File: src/rtl/uart_rx_if.sv
// uart_rx_if: serial input, error clear and received-byte outputs of uart_rx.
//   i_rxSerial   raw serial line, idle high, asynchronous to the clock
//   i_errorClear level clear for the sticky error flag
//   o_rxData     last good byte
//   o_rxValid    1-cycle pulse, o_rxData just updated
//   o_rxBusy     receiver not idle
//   o_frameError 1-cycle pulse, stop bit sampled low
//   o_rxError    sticky framing-error flag
// slave modport is the receiver side; master is the side that drives the line.
interface uart_rx_if;
    logic       i_rxSerial;
    logic       i_errorClear;
    logic [7:0] o_rxData;
    logic       o_rxValid;
    logic       o_rxBusy;
    logic       o_frameError;
    logic       o_rxError;

    modport slave (
        input  i_rxSerial,
        input  i_errorClear,
        output o_rxData,
        output o_rxValid,
        output o_rxBusy,
        output o_frameError,
        output o_rxError
    );

    modport master (
        output i_rxSerial,
        output i_errorClear,
        input  o_rxData,
        input  o_rxValid,
        input  o_rxBusy,
        input  o_frameError,
        input  o_rxError
    );
endinterface

File: src/rtl/uart_rx.sv
// uart_rx: 8N1 UART receiver, LSB first, mid-bit sampling.
//   i_clk    system clock
//   i_rst_n  asynchronous active-low reset
//   bus      uart_rx_if.slave: serial in, error clear, byte/valid/busy/error out
// A held-low line after a bad stop bit parks in BREAK so it reports one
// error instead of a stream of bogus frames.
module uart_rx #(
    parameter int unsigned CLOCKS_PER_BIT = 1000
) (
    input  logic        i_clk,
    input  logic        i_rst_n,
    uart_rx_if.slave    bus
);

    localparam int unsigned CNT_W = $clog2(CLOCKS_PER_BIT);
    localparam int unsigned HALF  = (CLOCKS_PER_BIT - 1) / 2;
    localparam logic [CNT_W-1:0] CNT_HALF = CNT_W'(HALF);
    localparam logic [CNT_W-1:0] CNT_LAST = CNT_W'(CLOCKS_PER_BIT - 1);

    typedef enum logic [2:0] {
        S_IDLE,
        S_START,
        S_DATA,
        S_STOP,
        S_BREAK
    } state_t;

    logic             r_sync1;
    logic             r_sync2;
    state_t           r_state;
    logic [CNT_W-1:0] r_cnt;
    logic [2:0]       r_idx;
    logic [7:0]       r_shift;
    logic [7:0]       r_data;
    logic             r_valid;
    logic             r_ferr;
    logic             r_err;
    logic             r_busy;

    logic             w_rx_s;
    state_t           w_state_nx;
    logic [CNT_W-1:0] w_cnt_nx;
    logic [2:0]       w_idx_nx;
    logic [7:0]       w_shift_nx;
    logic [7:0]       w_data_nx;
    logic             w_valid_nx;
    logic             w_ferr_nx;
    logic             w_err_nx;
    logic             w_busy_nx;

    assign w_rx_s = r_sync2;

    // Two-flop synchroniser, reset to the idle (high) line level
    always_ff @(posedge i_clk or negedge i_rst_n) begin
        if (!i_rst_n) begin
            r_sync1 <= 1'b1;
            r_sync2 <= 1'b1;
        end else begin
            r_sync1 <= bus.i_rxSerial;
            r_sync2 <= r_sync1;
        end
    end

    // State and output registers
    always_ff @(posedge i_clk or negedge i_rst_n) begin
        if (!i_rst_n) begin
            r_state <= S_IDLE;
            r_cnt   <= '0;
            r_idx   <= '0;
            r_shift <= '0;
            r_data  <= '0;
            r_valid <= 1'b0;
            r_ferr  <= 1'b0;
            r_err   <= 1'b0;
            r_busy  <= 1'b0;
        end else begin
            r_state <= w_state_nx;
            r_cnt   <= w_cnt_nx;
            r_idx   <= w_idx_nx;
            r_shift <= w_shift_nx;
            r_data  <= w_data_nx;
            r_valid <= w_valid_nx;
            r_ferr  <= w_ferr_nx;
            r_err   <= w_err_nx;
            r_busy  <= w_busy_nx;
        end
    end

    // Next-state and next-output logic
    always_comb begin
        w_state_nx = r_state;
        w_cnt_nx   = r_cnt;
        w_idx_nx   = r_idx;
        w_shift_nx = r_shift;
        w_data_nx  = r_data;
        w_valid_nx = 1'b0;
        w_ferr_nx  = 1'b0;

        case (r_state)
            S_IDLE: begin
                if (!w_rx_s) begin
                    w_state_nx = S_START;
                    w_cnt_nx   = '0;
                end
            end

            // Recheck the line at mid start bit; a high here was a glitch
            S_START: begin
                if (r_cnt == CNT_HALF) begin
                    w_cnt_nx = '0;
                    if (!w_rx_s) begin
                        w_state_nx = S_DATA;
                        w_idx_nx   = '0;
                    end else begin
                        w_state_nx = S_IDLE;
                    end
                end else begin
                    w_cnt_nx = r_cnt + CNT_W'(1);
                end
            end

            // Counting from mid start bit, each terminal count lands mid data bit
            S_DATA: begin
                if (r_cnt == CNT_LAST) begin
                    w_cnt_nx          = '0;
                    w_shift_nx[r_idx] = w_rx_s;
                    if (r_idx == 3'd7) begin
                        w_state_nx = S_STOP;
                    end else begin
                        w_idx_nx = r_idx + 3'd1;
                    end
                end else begin
                    w_cnt_nx = r_cnt + CNT_W'(1);
                end
            end

            S_STOP: begin
                if (r_cnt == CNT_LAST) begin
                    w_cnt_nx = '0;
                    if (w_rx_s) begin
                        w_data_nx  = r_shift;
                        w_valid_nx = 1'b1;
                        w_state_nx = S_IDLE;
                    end else begin
                        w_ferr_nx  = 1'b1;
                        w_state_nx = S_BREAK;
                    end
                end else begin
                    w_cnt_nx = r_cnt + CNT_W'(1);
                end
            end

            S_BREAK: begin
                if (w_rx_s) begin
                    w_state_nx = S_IDLE;
                end
            end

            default: begin
                w_state_nx = S_IDLE;
                w_cnt_nx   = '0;
            end
        endcase

        // A new framing error takes priority over a clear in the same cycle
        if (w_ferr_nx) begin
            w_err_nx = 1'b1;
        end else if (bus.i_errorClear) begin
            w_err_nx = 1'b0;
        end else begin
            w_err_nx = r_err;
        end

        // Registered from the next state so busy tracks the current state exactly
        w_busy_nx = (w_state_nx != S_IDLE);
    end

    assign bus.o_rxData     = r_data;
    assign bus.o_rxValid    = r_valid;
    assign bus.o_rxBusy     = r_busy;
    assign bus.o_frameError = r_ferr;
    assign bus.o_rxError    = r_err;

endmodule
File: src/flat_wrapper.sv
// flat-port wrapper written by rule: the top's interface ports become plain ports
module uart_rx_flat 
#(
    parameter int unsigned CLOCKS_PER_BIT = 1000
)
  (i_clk, i_rst_n, bus_i_rxSerial, bus_i_errorClear, bus_o_rxData, bus_o_rxValid, bus_o_rxBusy, bus_o_frameError, bus_o_rxError);
  uart_rx_if bus_i ();
  input  logic i_clk;
  input  logic i_rst_n;
  input wire logic [$bits(bus_i.i_rxSerial)-1:0] bus_i_rxSerial;
  input wire logic [$bits(bus_i.i_errorClear)-1:0] bus_i_errorClear;
  output wire logic [$bits(bus_i.o_rxData)-1:0] bus_o_rxData;
  output wire logic [$bits(bus_i.o_rxValid)-1:0] bus_o_rxValid;
  output wire logic [$bits(bus_i.o_rxBusy)-1:0] bus_o_rxBusy;
  output wire logic [$bits(bus_i.o_frameError)-1:0] bus_o_frameError;
  output wire logic [$bits(bus_i.o_rxError)-1:0] bus_o_rxError;
  assign bus_i.i_rxSerial = bus_i_rxSerial;
  assign bus_i.i_errorClear = bus_i_errorClear;
  assign bus_o_rxData = bus_i.o_rxData;
  assign bus_o_rxValid = bus_i.o_rxValid;
  assign bus_o_rxBusy = bus_i.o_rxBusy;
  assign bus_o_frameError = bus_i.o_frameError;
  assign bus_o_rxError = bus_i.o_rxError;
  uart_rx #(.CLOCKS_PER_BIT(CLOCKS_PER_BIT)) u_core (.i_clk(i_clk), .i_rst_n(i_rst_n), .bus(bus_i));
endmodule
File: config.mk
export PLATFORM = sky130hd
export DESIGN_NAME = uart_rx_flat
export DESIGN_NICKNAME = d
export VERILOG_FILES = /design/src/rtl/uart_rx_if.sv /design/src/rtl/uart_rx.sv /design/src/flat_wrapper.sv
export SDC_FILE = /design/constraint.sdc
export NUM_CORES = 1
export LEC_CHECK = 0
export CAP_MARGIN = 10
export CORE_ASPECT_RATIO = 0.5
export CORE_MARGIN = 2
export CORE_UTILIZATION = 50
export CTS_CLUSTER_SIZE = 8
export DETAILED_ROUTE_END_ITERATION = 16
export MAX_ROUTING_LAYER = met4
export PLACE_DENSITY = 0.7
export SETUP_SLACK_MARGIN = 0.3
export SLEW_MARGIN = 30
export SYNTH_ARGS = -nofsm -noshare
export SYNTH_HDL_FRONTEND = slang
export SYNTH_SLANG_ARGS = --single-unit
File: constraint.sdc
create_clock -name i_clk -period 2.41 [get_ports i_clk]
set_clock_uncertainty 0.05 [all_clocks]
set_input_delay 0.482 -clock i_clk [delete_from_list [all_inputs] [get_ports i_clk]]
set_output_delay 0.482 -clock i_clk [all_outputs]
set_load 0.005 [all_outputs]
==> summary.md <==
| Metric | Value |
|---|---|
| Die height | `between 40 and 50 um` |
| Vias after detailed routing | `1443` |
| Cell accounting for the most synthesized area | `sky130_fd_sc_hd__dfrtp_1` |
| Xor-xnor portion of the synthesized cell area | `0%` |
| Synth-to-Final Area Change | `17.6%` |
| Setup repair after global routing missed its margin | `true` |
| Relative slew slack | `between 60% and 70%` |
| Total of max-cap violations | `0` |
| Final hold vios | `0` |
| Ys flop type | `sky130_fd_sc_hd__dfrtp_1` |
| Status | `finished clean` |
| Top-count cell post-synth | `sky130_fd_sc_hd__dfrtp_1` |
| Global routing usage summed across all routing layers | `19.1%` |
| Placeable core area | `3860 sq um` |
| Final ANT Viol Nets | `0` |
| Clock-pin slew of the registers on the worst-case setup and hold paths | `80 ps` |
| Maximum count of clock buffers along a single path | `2` |
| Residual DRC | `0` |
| Fin crit share | `85.5%` |
| TritonCTS buffer count | `5` |
| Number of warnings printed during yosys synthesis | `0` |
| Biggest fanout along the worst timing path | `9` |
| Transition time of the tightest slew-check pin | `around 470 ps` |
| Largest net degree at the start of global routing | `39` |
| Leakage power of the design | `1.00 nW` |
| Net count of the finished layout | `203` |
| Top-level I/O count | `16` |
| Share of synthesized cell area in and, or, nand and nor gates | `a little over a fifth` |
| First-pass GRT wire length | `6480 um` |
| Part of the Yosys area used for sequential elements | `between 40% and 50%` |
| Data arrival at the endpoint of the critical path | `2190 ps` |
| Hold-fix buffers, CTS | `0` |
| Layout cells sized above 1 | `25.0%` |
| Via count normalized by instance count | `5.77` |
| Compound-Gate Fraction of Synth Area | `12.1%` |
| Required time worst endpoint | `about 2500 ps` |
| CTS sink count | `38` |
| Overall die area | `4520 sq um` |
| Commonest cells post-synth | `sky130_fd_sc_hd__dfrtp_1 (36), sky130_fd_sc_hd__nand2_1 (19), sky130_fd_sc_hd__mux2_2 (16)` |
| Class of the most critical hold timing path | `in2async` |
| Maximum level of the CTS H-tree | `2` |
| Width of the die | `93.2 um` |
| Root buffer selected by CTS | `sky130_fd_sc_hd__clkbuf_8` |
| Grt total ovfl | `0` |
| Post-synthesis sequential element count | `38` |
| CTS tree | `yes` |
| Synthesized cell area | `1990 sq um` |
| Number of filler cells placed in the layout | `a little under 300` |
| Placement-stage cell area | `2150 sq um` |
| Count of endpoints failing setup in the final report | `0` |
| Initial standard-cell utilization of the core | `51.4%` |
| Std-Cell Rows | `16` |
| Last weighted congestion value of the routability-driven placer | `0.924` |
| Quantity of I/O buffers inserted on ports | `15` |
| DR pass1 iterations | `4` |
| DP HPWL | `2470 um` |
| First DRT Iteration DRCs | `55` |
| Antenna violations before repair | `0` |
| Synth Area in Adders | `1.89%` |
| Mapped Nets | `between 150 and 200` |
| Post-synth EDFFs | `0` |
| Share of synthesized area spent on multiplexers | `11.7%` |
| Number of distinct standard cells referenced by the synthesized netlist | `51` |
| Non-Filler Cell Area, Final | `between 2000 and 2500 sq um` |
| Crit path time final | `about 2100 ps` |
| Portion of synthesized cell area occupied by the leading cell type | `45.3%` |
| Worst Setup Start Kind | `register` |
| Worst Setup End Kind | `register` |
| Worst supply voltage drop on vdd | `about 0.00024 V` |
| Syn Area/Cell | `11.0 sq um` |
| Post-CTS setup buffer count | `0` |
| Proportion of register bits with asynchronous set or reset after synthesis | `100%` |
| Latest clock arrival within the worst-skew pair | `roughly 290 ps` |
| Total Negative Setup Slacks | `0 ps` |
| Highest Clock Rate | `a little under 500 MHz` |
| Via count of the first global-routing pass | `1366` |
| Leading cell types by total area after synthesis | `sky130_fd_sc_hd__dfrtp_1 (45%), sky130_fd_sc_hd__mux2_2 (9.1%), sky130_fd_sc_hd__nand2_1 (3.6%), sky130_fd_sc_hd__dfstp_2 (2.6%), sky130_fd_sc_hd__nor4_1 (2.2%)` |
| Antenna diode instance count | `0` |
| CP Class | `reg2reg` |
| Power Density | `521 nW/um^2` |
| Total routed wirelength | `3850 um` |
| Dominant combinational cell family by area after synthesis | `simple AND/OR/NAND/NOR gates` |
| Synth Instances | `roughly 180` |
| Routed length per instance | `15.4 um` |
| Fin. max-slew vios | `0` |
## through the flow
stage	worst slack (ps)	power [W]	utilization (%)	hold slack, ps	std cells
after floorplan	549	0.000657	-	136	181
after global placement	376	0.000675	55.6	297	242
after detailed placement	280	0.000675	55.6	297	242
after CTS	340	0.00123	58.5	268	249
after global routing	258	0.00127	60.5	124	250
final	350	0.00122	60.5	88.9	250
## final cells by class
class | instances | area [sq um] | area share [%]
Multi-Input combinational cell | 125 | 1010 | 43.1
Sequential cell | 38 | 953 | 40.8
Timing Repair Buffer | 17 | 163 | 6.96
Clock buffer | 6 | 82.6 | 3.53
Tap cell | 54 | 67.6 | 2.89
Inverter | 9 | 33.8 | 1.45
Clock inverter | 1 | 30.0 | 1.28
## layout by cell type (no fill, tap or decap), types with 4 or more instances in the layout
cell type	count
sky130_fd_sc_hd__nor2_1	8
sky130_fd_sc_hd__clkbuf_8	6
sky130_fd_sc_hd__inv_1	9
sky130_fd_sc_hd__dfrtp_1	36
sky130_fd_sc_hd__mux2_2	16
sky130_fd_sc_hd__nor4_2	5
sky130_fd_sc_hd__nand2_1	19
sky130_fd_sc_hd__o21ai_0	7
sky130_fd_sc_hd__nand2b_1	4
sky130_fd_sc_hd__nand3_1	4
sky130_fd_sc_hd__clkdlybuf4s50_1	14
sky130_fd_sc_hd__nand4_1	5
sky130_fd_sc_hd__nor3_1	4
## registers in the layout, indices dropped and copies added (netlist names)
signal / count
u_core.r_cnt: 10
u_core.bus.o_rxValid: 1
u_core.bus.o_rxData: 8
u_core.r_shift: 8
u_core.r_state: 3
u_core.bus.o_rxBusy: 1
u_core.r_sync2: 1
u_core.bus.o_frameError: 1
u_core.r_idx: 3
u_core.r_sync1: 1
u_core.bus.o_rxError: 1
## worst max-delay path, cell delays in order (launching register included)
cell and delay, ps:
sky130_fd_sc_hd__dfrtp_1 470, sky130_fd_sc_hd__and4b_1 520, sky130_fd_sc_hd__nand4_4 230, sky130_fd_sc_hd__nor4_2 300
sky130_fd_sc_hd__mux2_2 370
## path summary, 6_finish.rpt
kind                                endpoint             from  slack (ps)  cells after the start
max in group asynchronous     u_core.r_sync2          i_rst_n        1870                      1
max                        u_core.r_shift[7]  u_core.r_cnt[4]         350                      4
max reg2reg                u_core.r_shift[7]  u_core.r_cnt[4]         350                      4
min reg2reg                   u_core.r_sync2   u_core.r_sync1         310                      0
min                          u_core.r_cnt[6]          i_rst_n          90                      1
min in group i_clk            u_core.r_sync2   u_core.r_sync1         310                      0
## where the power goes
group / leakage, nW / internal [W] / switching, W
combinational: 0.443 / 0.00000477 / 0.0000125
clock: 0.0573 / 0.000331 / 0.000225
sequential: 0.504 / 0.000640 / 0.00000447
total: 1.00 / 0.000976 / 0.000242
## routing by layer
metal	routed length, um	track usage, %	up-vias
li1	-	-	697
met1	1940	24.6	725
met2	1770	29.6	17
met3	92	6.07	4
met4	51	5.15	0
met5	0	-	-
## repair_timing
item | in CTS | in global routing
gates resized for setup | 1 | 10
pin swaps | 0 | 2
gates cloned | 0 | 1
setup endpoints to repair | 3 | 13
## cells by family after synthesis
kind of cell	Yosys count
flops	38
compound gates	31
fa+ha+maj	3
mux	20
buf+inv	19
simple gates	70
Note: power is estimated with default switching activity, not from simulation.
==> edit 1: new RTL, same flow settings <==
Encoding of `state_t`: now one-hot (5 bits for 5 states).
--- a/src/rtl/uart_rx.sv
+++ b/src/rtl/uart_rx.sv
@@ -17,12 +17,12 @@
     localparam logic [CNT_W-1:0] CNT_HALF = CNT_W'(HALF);
     localparam logic [CNT_W-1:0] CNT_LAST = CNT_W'(CLOCKS_PER_BIT - 1);
 
-    typedef enum logic [2:0] {
-        S_IDLE,
-        S_START,
-        S_DATA,
-        S_STOP,
-        S_BREAK
+    typedef enum logic [4:0] {
+        S_IDLE  = 5'b00001,
+        S_START = 5'b00010,
+        S_DATA  = 5'b00100,
+        S_STOP  = 5'b01000,
+        S_BREAK = 5'b10000
     } state_t;
 
     logic             r_sync1;
Function: no difference found for any inputs over 10 cycles, from zero or initial values and one cycle with i_rst_n low; not proved beyond that.
==> edit 1 against the original RTL <==
  * Sequential cell count increased by 2
  * Non-clock buffer count grew 12
  * Cell area rose by 5.8%
  * Routed wire length is 4.4% higher
  * Worst hold slack worse by 0.0043 ns
  * Core utilization grew 3.2 points
  * Setup slack lost 0.027 ns
  * Synthesized area rose by 1.0%
  * First-iteration DRC count grew 45%
  * Sequential share of layout area fell by 0.074 points
  * Highest routed layer unchanged
Power is not compared: it rests on default switching activity, and its combinational part moved more than twofold at a synthesized area within 25%.
==> edit 1: results (changes against the original RTL) <==
outcome:
  status: "finished clean"
placed_design:
  place_area_um2: 2200  # +2.3%
  portBuffers: 15  # unchanged
  post-dp-hpwl_um: 2580  # +4.8%
  gp_congestion: 0.913  # -1.2%
  dp.cells: 250  # +3.3%
routing:
  drt-pass1-iter-count: 4  # unchanged
  routed_wl_um: 4020  # +4.4%
  wl_per_cell_um: 15.0  # -3.0%
  drtIter0Drc: 80  # +45%
  viasPerCell: 5.75  # -0.30%
logic_synthesis:
  syn_area_um2: 2010  # +1.0%
  yosys-top-cells-count: "dfrtp_1, o21ai_0, nand3_1"
  ys.flop_type: "dfrtp_1"
  synthArstFlopShare: 1.00  # unchanged
  synthDistinctLibCells: 49  # -3.9%
  yosysSeqAreaShare: 0.501  # +0.0208
  yosys_warnings: 0  # unchanged
  synth_area_leaders: "dfrtp_1, mux2_4, mux2_2"
  synthCells: 187  # +3.3%
clock_network:
  cts.clk_slew.worst_paths_ns: 0.08  # about the same
  numCtsBuffers: 5  # unchanged
  cts_root_buffer: "clkbuf_8"
  htree_levels: 2  # unchanged
  insertion_delay_ns: 0.31  # +0.02 ns
  ctsLongestPathBuffers: 2  # unchanged
grt:
  grt_first_pass_wirelength_um: 6740  # +4.0%
  grt_pass1_vias: 1466  # +7.3%
  grt_max_degree: 41  # +5.1%
  grt_antenna_before_repair: 0  # unchanged
  met1_usage: 0.246  # -0.000281
  grt_use_total: 0.197  # +0.00559
  gr-usage-met2: 0.306  # +0.00986
  met3_usage: 0.0541  # -0.00665
final_layout:
  largest_reg_flops: 10  # unchanged
  drive_above_1_share: 0.284  # +0.0337
  top_register: "u_core.r_cnt"
  nets: 221  # +8.9%
  antenna_cells: 0  # unchanged
worst_setup_path:
  setup.worst_path.class: "register to register"
  r2r_cells: 5  # +1
  r2r_slack_ns: 0.32  # -0.03 ns
  worstReg2RegEnd: "u_core.bus.o_rxData[2]"
  reg2reg_from: "u_core.r_state[1]"
  cp.arrival_ns: 2.23  # +0.04 ns
  worstPathMaxFanout: 6  # -3
power:
  p_int_mw: 1.26
  vdd_ir_drop_max_mv: 0.302
  leakagePower_nw: 1.12
hold_path:
  hold_class: "primary input to async pin"
timing:
  max-slew-margin-rel: 0.643  # -0.0460
-- edit 1: cell types whose count changed after synthesis, sizes merged, moves of 5 or more --
cell / change
a21oi: +6
clkbuf: +5
nand2: -9
nand3: +7
nand4: -6
o21ai: +8
-- edit 1: stage by stage --
stage	power [mW]	hold slack [ns]	setup slack, ns
detailed placement	1.13	0.297	0.181
global placement	1.11	0.296	0.243
CTS	1.74	0.261	0.287
floorplan	1.04	0.136	0.206
finish	1.82	0.0846	0.323
global route	1.91	0.123	0.262
-- edit 1: area by class of cell --
cell class              count  area, µm²
inverters                   8       30.0
clock buffers               5       68.8
well taps                  54       67.6
flip-flops and latches     40       1010
multi-input cells         130       1000
fillers                   295       1410
repair buffers             29        253
clock inverters             3       47.5
-- edit 1: cell families after synthesis --
family	share of synthesized area
AOI/OAI and AO/OA	0.123
and+or+nand+nor	0.203
muxes	0.102
adders and majority gates	0.0187
buffers and inverters	0.0443
DFF	0.501
xor gates and xnor gates	0.00873
-- edit 1: metal layers --
layer | vias to the layer above | wire, µm | part of all wire
met5 | - | 0 | 0
met4 | 0 | 70 | 0.017
met3 | 8 | 175 | 0.043
met2 | 33 | 1950 | 0.48
met1 | 767 | 1830 | 0.45
li1 | 740 | - | -
-- edit 1: worst max-delay path, cell delays in order (launching register included) --
cell      delay (ns)
dfrtp_2         0.42
or3_4           0.39
or3b_4          0.38
nand2b_4        0.15
or2_4           0.29
mux2_4          0.30
-- edit 1: power by group through the flow --
stage	Sequential [mW]	Combinational, mW	Clock, mW
2_1_floorplan	0.763	0.279	0
4_1_cts	0.753	0.410	0.577
3_3_place_gp	0.782	0.332	0
6_report	0.757	0.497	0.564
5_1_grt	0.760	0.552	0.599
3_5_place_dp	0.787	0.343	0
-- edit 1: worst max path at each step --
| stage | end | slack, ns | cells past startpoint |
|---|---|---|---|
| 2_1_floorplan | u_core.bus.o_rxData[0] | 0.21 | 7 |
| 3_3_place_gp | u_core.bus.o_rxData[6] | 0.24 | 5 |
| 3_5_place_dp | u_core.r_cnt[9] | 0.18 | 5 |
| 4_1_cts | u_core.r_shift[0] | 0.29 | 5 |
| 5_1_grt | u_core.bus.o_rxBusy | 0.26 | 6 |
| 6_report | u_core.bus.o_rxData[2] | 0.32 | 5 |
-- edit 1: timing repair --
action / in CTS / in global routing
pin swaps: 1 / 5
endpoints found under the setup margin: 19 / 21
buffers inserted: 6 / 3
cloned: 1 / 1
gates resized for setup: 5 / 12
==> edit 2: new RTL, same flow settings <==
Made on the original files. `CLOCKS_PER_BIT` is set to 1000 in 2 places; all go to 500.
--- a/src/rtl/uart_rx.sv
+++ b/src/rtl/uart_rx.sv
@@ -5,7 +5,7 @@
 // A held-low line after a bad stop bit parks in BREAK so it reports one
 // error instead of a stream of bogus frames.
 module uart_rx #(
-    parameter int unsigned CLOCKS_PER_BIT = 1000
+    parameter int unsigned CLOCKS_PER_BIT = 500
 ) (
     input  logic        i_clk,
     input  logic        i_rst_n,
--- a/src/flat_wrapper.sv
+++ b/src/flat_wrapper.sv
@@ -1,7 +1,7 @@
 // flat-port wrapper written by rule: the top's interface ports become plain ports
 module uart_rx_flat 
 #(
-    parameter int unsigned CLOCKS_PER_BIT = 1000
+    parameter int unsigned CLOCKS_PER_BIT = 500
 )
   (i_clk, i_rst_n, bus_i_rxSerial, bus_i_errorClear, bus_o_rxData, bus_o_rxValid, bus_o_rxBusy, bus_o_frameError, bus_o_rxError);
   uart_rx_if bus_i ();
Function: no difference found for any inputs over 10 cycles, from zero or initial values and one cycle with i_rst_n low; that may be too few to reach the edited logic, so the function may still have changed.
==> edit 2 against the original RTL <==
  * Synthesized area decreased by 6.9%
  * Sequential share of layout area increased by 1.7 points
  * Setup slack improved by 0.075 ns
  * Global-route usage decreased by 0.30 points
  * Critical endpoint is now u_core.bus.o_rxData[0]
  * Sequential power decreased by 3%
  * Power decreased by 2.2%
  * Cell area decreased by 6.4%
  * Fmax increased by 3.8%
  * Routed wire length decreased by 12%
  * Sequential cell count decreased by 1
  * Final cell count decreased by 5.2%
==> edit 2: results (changes against the original RTL) <==
outcome:
  status: "finished clean"
placed_design:
  pre_cts_ws_ns: 0.107  # -0.173 ns
  gp_congestion: 0.825  # -11%
  place_area_um2: 2020  # -5.9%
  portBuffers: 15  # unchanged
  post-dp-hpwl_um: 2290  # -7.2%
  dp.cells: 224  # -7.4%
power:
  p_int_mw: 0.938  # -3.9%
  vdd_ir_drop_max_mv: 0.227  # -5.1%
  powerClk_mw: 0.545  # -2%
  switchingPower_mw: 0.253  # +4.8%
  leakagePower_nw: 0.986  # -1.8%
  pwr-share-comb: 0.016  # +0.002
grt:
  grt_first_pass_wirelength_um: 5690  # -12%
  grt_use_total: 0.188  # -0.00299
  met1_usage: 0.237  # -0.00919
  grt_max_degree: 38  # -2.6%
  met3_usage: 0.0530  # -0.00778
  grt_pass1_vias: 1164  # -15%
  gr-usage-met2: 0.290  # -0.00567
logic_synthesis:
  yosys-top-cells-count: "dfrtp_1, nand2_1, nor3_1"
  synth_area_leaders: "dfrtp_1, mux2_4, mux2_2"
  synthDistinctLibCells: 43  # -16%
  yosysSeqAreaShare: 0.502  # +0.0222
  synth_fp_nets: 171  # -9.0%
clock_network:
  insertion_delay_ns: 0.30
timing:
  hold_slack_ns: 0.208  # +0.119 ns
  worstMarginPinSlew_ns: 0.790  # +0.324 ns
  layout_setup_ws_ns: 0.426  # +0.0755 ns
routing:
  dr_wl_met3_um: 128  # +39%
  dr_total_vias: 1264  # -12%
  met1Wirelength_um: 1610  # -17%
  routed_wl_um: 3380  # -12%
  wl_per_cell_um: 14.3  # -7.4%
worst_setup_path:
  crit_end: "u_core.bus.o_rxData[0]"
  slowest_delay_ns: 0.44  # -0.08 ns
  worstSetupStartpoint: "u_core.r_cnt[1]"
  cp.arrival_ns: 2.12  # -0.07 ns
  r2r_cells: 6  # +2
  worstPathMaxFanout: 8  # -1
final_layout:
  fillers: 299  # +0.34%
  drive_above_1_share: 0.237  # -0.0134
  stdcell_area_um2: 2190  # -6.4%
  largest_reg_flops: 9  # -1
  nets: 193  # -4.9%
==> edit 2: changes by cell type after synthesis, moves of 3 or more <==
cell	unedited run	this run
nand2b_1	4	1
nor2_1	8	4
nand4_1	5	1
mux2_4	0	8
nor3_1	4	12
mux2_2	16	8
nor4_1	7	0
nand3_1	4	7
nor2b_1	1	5
==> edit 2: cells by family (layout without fill, tap and decap cells) <==
group           after synthesis  after routing  share of synthesized area
simple gates                 64             64                      0.188
buf+inv                      14             37                     0.0406
mux                          19             19                      0.131
xor+xnor                      2              2                    0.00947
fa+ha+maj                     4              4                     0.0271
compound gates               23             23                      0.102
flops                        37             37                      0.502
==> edit 2: what timing repair did <==
action	CTS	global route
pin swaps	3	2
buffers inserted	2	3
gates cloned	0	0
resized for setup	3	0
setup endpoints to repair	9	8
==> edit 2: area by class of cell <==
cell class                 instances  share of cell area
sequential                        37               0.424
multi-input combinational        112               0.393
timing repair buffer              21              0.0870
clock buffer                       5              0.0315
tap                               51              0.0292
clock inverter                     3              0.0212
inverter                           8              0.0137
